$ cat src/rtl/ysyx_25030093_ifu.sv
// ----------------------------------------------------------------------------
// ysyx_25030093_ifu: PC-in / instruction-out fetch stage over AXI4-Lite AR+R.
// Revision 1.0
// ----------------------------------------------------------------------------
`default_nettype none

module ysyx_25030093_ifu #(
  parameter logic [31:0] NOP_INST    = 32'h00000013,
  parameter int          ALIGN_CHECK = 1
) (
  input  logic        clk,
  input  logic        rst,
  input  logic [31:0] pc,
  input  logic        pc_valid,
  output logic        pc_ready,
  input  logic        flush,
  output logic [31:0] araddr,
  output logic        arvalid,
  input  logic        arready,
  input  logic [31:0] rdata,
  input  logic [1:0]  rresp,
  input  logic        rvalid,
  output logic        rready,
  output logic [31:0] inst,
  output logic [31:0] inst_pc,
  output logic        inst_valid,
  input  logic        inst_ready,
  output logic        fetch_err
);

  typedef enum logic [1:0] {
    S_IDLE = 2'd0,
    S_AR   = 2'd1,
    S_R    = 2'd2,
    S_OUT  = 2'd3
  } state_t;

  state_t      state_q, state_d;
  logic [31:0] pc_q, pc_d;
  logic [31:0] inst_q, inst_d;
  logic        err_q, err_d;
  logic        flush_pend_q, flush_pend_d;
  logic        misaligned;

  assign misaligned = (ALIGN_CHECK != 0) && (pc[1:0] != 2'b00);

  always_ff @(posedge clk or negedge rst) begin
    if (!rst) begin
      state_q      <= S_IDLE;
      pc_q         <= 32'h0;
      inst_q       <= 32'h0;
      err_q        <= 1'b0;
      flush_pend_q <= 1'b0;
    end else begin
      state_q      <= state_d;
      pc_q         <= pc_d;
      inst_q       <= inst_d;
      err_q        <= err_d;
      flush_pend_q <= flush_pend_d;
    end
  end

  always_comb begin
    state_d      = state_q;
    pc_d         = pc_q;
    inst_d       = inst_q;
    err_d        = err_q;
    flush_pend_d = flush_pend_q;
    case (state_q)
      S_IDLE: begin
        if (pc_valid && !flush) begin
          pc_d         = pc;
          flush_pend_d = 1'b0;
          if (misaligned) begin
            inst_d  = NOP_INST;
            err_d   = 1'b1;
            state_d = S_OUT;
          end else begin
            err_d   = 1'b0;
            state_d = S_AR;
          end
        end
      end
      S_AR: begin
        // The address beat must still complete after a redirect; remember to drop its data.
        if (flush) flush_pend_d = 1'b1;
        if (arready) state_d = S_R;
      end
      S_R: begin
        if (rvalid) begin
          if (flush_pend_q || flush) begin
            flush_pend_d = 1'b0;
            state_d      = S_IDLE;
          end else begin
            inst_d  = rdata;
            err_d   = (rresp != 2'b00);
            state_d = S_OUT;
          end
        end else if (flush) begin
          flush_pend_d = 1'b1;
        end
      end
      S_OUT: begin
        if (flush || inst_ready) state_d = S_IDLE;
      end
      default: state_d = S_IDLE;
    endcase
  end

  assign araddr     = pc_q;
  assign arvalid    = (state_q == S_AR);
  assign rready     = (state_q == S_R);
  assign inst_valid = (state_q == S_OUT);
  assign inst       = inst_q;
  assign inst_pc    = pc_q;
  assign fetch_err  = err_q && (state_q == S_OUT);
  assign pc_ready   = rst && (state_q == S_IDLE) && !(pc_valid && flush);

endmodule

`default_nettype wire
$ cat config.mk
export PLATFORM = sky130hd
export DESIGN_NAME = ysyx_25030093_ifu
export DESIGN_NICKNAME = d
export VERILOG_FILES = /design/src/rtl/ysyx_25030093_ifu.sv
export SDC_FILE = /design/constraint.sdc
export NUM_CORES = 1
export LEC_CHECK = 0
export CELL_PAD_IN_SITES_DETAIL_PLACEMENT = 1
export CELL_PAD_IN_SITES_GLOBAL_PLACEMENT = 1
export CORE_ASPECT_RATIO = 1.1
export CORE_UTILIZATION = 30
export DETAILED_ROUTE_END_ITERATION = 8
export PLACE_DENSITY_LB_ADDON = 0.1
export SLEW_MARGIN = 30
export SYNTH_ARGS = -nofsm -noshare
export SYNTH_HDL_FRONTEND = slang
export SYNTH_SLANG_ARGS = --single-unit
export TNS_END_PERCENT = 20
$ cat constraint.sdc
create_clock -name clk -period 4.9 [get_ports clk]
set_clock_uncertainty 0.2 [all_clocks]
set_input_delay 0.98 -clock clk [delete_from_list [all_inputs] [get_ports clk]]
set_output_delay 0.98 -clock clk [all_outputs]
set_load 0.02 [all_outputs]
### Word level (Yosys, flattened, before mapping)

Index checks and enable logic that the tools add are counted.
W data, S select, Z words.

* muxes and demuxes: 22
* equal/unequal tests: 10
* reductions and logical operators: 19

Operators with widths (count)
* $mux W32: 4
* $pmux W32 S2: 1
* $mux W2: 6
* $mux W1: 8
* $ne A2 B2 Y1 const B: 4
* $pmux W2 S4: 1
* $reduce_and A4 Y1: 2
* $reduce_bool A2 Y1: 3
* $logic_and A1 B1 Y1: 5
* $reduce_and A5 Y1: 1
* $eq A2 B2 Y1 const B: 2
* $ne A2 B1 Y1 const B: 2
* $ne A3 B2 Y1 const B: 1
* $pmux W1 S3: 1
* $reduce_and A3 Y1: 1
* $reduce_bool A3 Y1: 1
* $eq A2 B1 Y1 const B: 1
* $logic_not A1 Y1: 2
* $logic_not A2 Y1: 1
* $logic_or A1 B1 Y1: 2
* $pmux W1 S2: 1
* $reduce_and A2 Y1: 1

* bits in registers: 68
* bits of input ports: 73
* output and inout bits: 101
* logic and storage cells: 56

### Longest topological paths before layout

* word-level depth: 4
* gate-level depth with buffers: 8
* mapped depth without buffers: 6

### Least setup slack after synthesis

No wires, ideal clock.

* path kind: input -> output
* from: input rst
* to: output pc_ready
* setup slack: 2.357 ns
* path buffers: 0
* arrival: 1.363 ns
* data required time: 3.720 ns
* stages: 2
* path through: nand2_1 a21oi_1

* word-level cells in the longest chain between the ends: 2

Ends and longest elaborated chain
* start: declaration: RTL line 12 `input logic rst,`
* $logic_and A1 B1 Y1 (2 in a row): RTL line 117 `assign pc_ready = rst && (state_q == S_IDLE) && !(pc_valid && flush);`
* end: declaration: RTL line 15 `output logic pc_ready,`

Every way passes these cells.

### Final worst setup path

* from: input flush
* to: output pc_ready

* word-level cells in the longest chain between the ends: 3

Ends and longest elaborated chain
* start: declaration: RTL line 16 `input logic flush,`
* $logic_and A1 B1 Y1: RTL line 117
* $logic_not A1 Y1: RTL line 117
* $logic_and A1 B1 Y1: RTL line 117

Every way passes these cells.

==> metrics.csv <==
stage,metric,value,unit
yosys,multiplexer share of the synthesized area,12.5,%
placed_design,HPWL Detailed,6.13,mm
clock_tree,CTS sink cnt,68,
yosys,Ys Warns,0,
yosys,Main synth FF type,dfrtp_1,
yosys,Synth Area in XOR/XNOR,0,%
die,core outline area,10000,µm²
die,Ports,174,
grt,initial antenna violation count,0,
yosys,syn avg cell area,11.0,µm²
die,die width,99.5,µm
yosys,post-synthesis adder-cell area fraction,2.39,%
clock_tree,CTS resizes,0,
critical_path,Setup CP Type,in2out,
yosys,Syn Std Cell Area,3140,µm²
pwr,sw frac,41.3,%
finish,fill count,1118,
placed_design,Placement Cell Area,4740,µm²
sta,final hold violation count,0,
placed_design,pre-CTS setup slack,1370,ps
yosys,register area share after synthesis,54.3,%
detailed_routing,first-iteration detailed-routing DRC count,34,
sta,final setup margin,1380,ps
pwr,PD cells,710,nW/µm²
grt,largest net degree at the start of global routing,69,
critical_path,Setup crit end kind,output pin,
sta,Slew @ Worst Pin,638,ps
clock_tree,total CTS buffers,9,
yosys,synthesized instance count,285,
grt,gr usage total,16.5,%
yosys,largest family of logic cells by synthesized area,compound AO/OA/AOI/OAI gates,
pwr,Logic pwr share,58.4,%
sta,RSZ-0062 raised after global routing,no,
sta,# setup viols final,0,
yosys,Synth Area in Compound Gates,13.0,%
placed_design,GPL Wtd Cong,0.749,
detailed_routing,vias post-DR,2598,
pwr,worst vdd ir,0.242,mV
detailed_routing,Routed WL,8.71,mm
yosys,Post-Synth Simple-Gate Area,6.82,%
status,status,"finished, final reports clean",
sta,Max Slew Vio Count,0,
yosys,post-synth net total,364,
placed_design,dpl cells,554,
pwr,Internal Pwr Total,2.06,mW
finish,NumNets Final,504,
finish,antenna fix cells,0,
finish,layout cells sized above 1,13.3,%
sta,Final min period,3520,ps
critical_path,Critical Path RT,3720,ps
sta,Max-slew headroom,57.4,%
die,die height,109,µm
finish,post-route cell area,4940,µm²
grt,"Remaining Overflow, GRT",0,
pwr,NetSw,1.45,mW
yosys,Post-synth EDFFs,0,
grt,first-pass GRT wire length,13.9,mm
clock_tree,setup repair bufs after CTS,0,
clock_tree,Worst-path clk slew,60,ps
pwr,Pleak,2.03,nW
critical_path,CP Launch Type,input port,
yosys,Synth Register Bits,68,
detailed_routing,Remaining DRCs,0,
sta,Fin Setup TNS,0,ps
finish,Non-Filler Instances,570,
sta,hold slack,308,ps
finish,utilization after layout,49.3,%
detailed_routing,Vias/cell,4.56,
die,initial core utilization,31.3,%
clock_tree,cts hold-fix bufs,0,
finish,"commonest cells after routing, fill and taps aside","clkdlybuf4s50_1 (172), dfrtp_1 (68), o21ai_1 (36), mux2_2 (33)",
clock_tree,TritonCTS clock tree,built,
sta,period utilization,71.8,%
hold_path,worst hold path type,reg2reg,
job,max_cap viols,0,
critical_path,WP data arrival,2340,ps
die,die area,10900,µm²
finish,"most common cell after layout, fill and taps aside",clkdlybuf4s50_1,
detailed_routing,antenna-violating nets left,0,
pwr,Flop pwr share,28.4,%
clock_tree,root buf cell,clkbuf_8,
clock_tree,Skew-Pair Late Insertion Delay,340,ps
die,row count,38,
grt,vias in the first global route,2680,
critical_path,crit path max fanout,6,
yosys,Yosys cell types,27,
detailed_routing,drt pass-1 iters,2,
pwr,Tot Pwr,3.51,mW
clock_tree,clk buf depth,2,
finish,Layout Area Growth over Synthesis,57.6,%
sta,Max Freq,284,MHz
pwr,Clk network pwr share,13.1,%
placed_design,IO Port Bufs,173,
yosys,asr flop ratio synth,100,%
detailed_routing,WL per Instance,15.3,µm
clock_tree,CTS HTree Levels,3,
## power groups by stage
| stage | combinational (mW) | clock [mW] | sequential [mW] |
|---|---|---|---|
| after floorplan | 0.967 | 0 | 1.29 |
| after detailed placement | 2.07 | 0 | 1.01 |
| after CTS | 2.08 | 0.482 | 1.01 |
| after global routing | 2.19 | 0.507 | 1.04 |
| after global placement | 2.04 | 0 | 1.00 |
| final | 2.05 | 0.461 | 0.998 |
## flip-flops by register name, summed over array words and instances, names as in the netlist
name	flops
inst	32
flush_pend_q	1
state_q	2
araddr	32
err_q	1
## layout make-up
type	instances	area [µm²]	share of cell area [%]
well taps	140	175	3.55
clock buffers	12	145	2.94
repair buffers	177	1760	35.7
flip-flops and latches	68	1700	34.4
multi-input cells	164	1090	22.0
inverters	5	18.8	0.380
clock inverters	4	48.8	0.988
## layer usage
metal	track usage [%]	wire length (µm)
met5	0	0
met4	5.04	88
met3	6.67	692
met2	26.3	4090
met1	20.6	3840
## critical path, cell delays in order
cell,delay [ps]
clkdlybuf4s50_1,550
a21oi_1,190
clkdlybuf4s50_1,620
## worst paths after layout
path / end / slack, ps / cells past startpoint / start
max reg2reg: inst[8] / 2490 / 7 / state_q[0]
max in group asynchronous: err_q / 3510 / 2 / rst
min in group asynchronous: araddr[2] / 540 / 2 / rst
min: err_q / 310 / 1 / err_q
max: pc_ready / 1380 / 3 / flush
min reg2reg: err_q / 310 / 1 / err_q
## cells by family after synthesis
family	after synthesis
flops	68
simple gates	47
fa+ha+maj	6
compound gates	76
buf+inv	53
mux	35
## cell usage after synthesis, types with 2 or more instances
library cell,instances,area share [%]
dfrtp_1,68,54
o21ai_1,36,5.7
mux2_2,33,12
buf_4,32,7.7
nand2_1,32,3.8
o21ai_0,32,5.1
clkbuf_1,10,1.2
ha_1,6,2.4
inv_1,5,0.60
nor2_1,5,0.60
nor2b_1,4,0.80
buf_2,3,0.48
buf_6,3,1.1
a21oi_1,2,0.32
o21bai_1,2,0.48
Power figures use the tool's default switching activity.
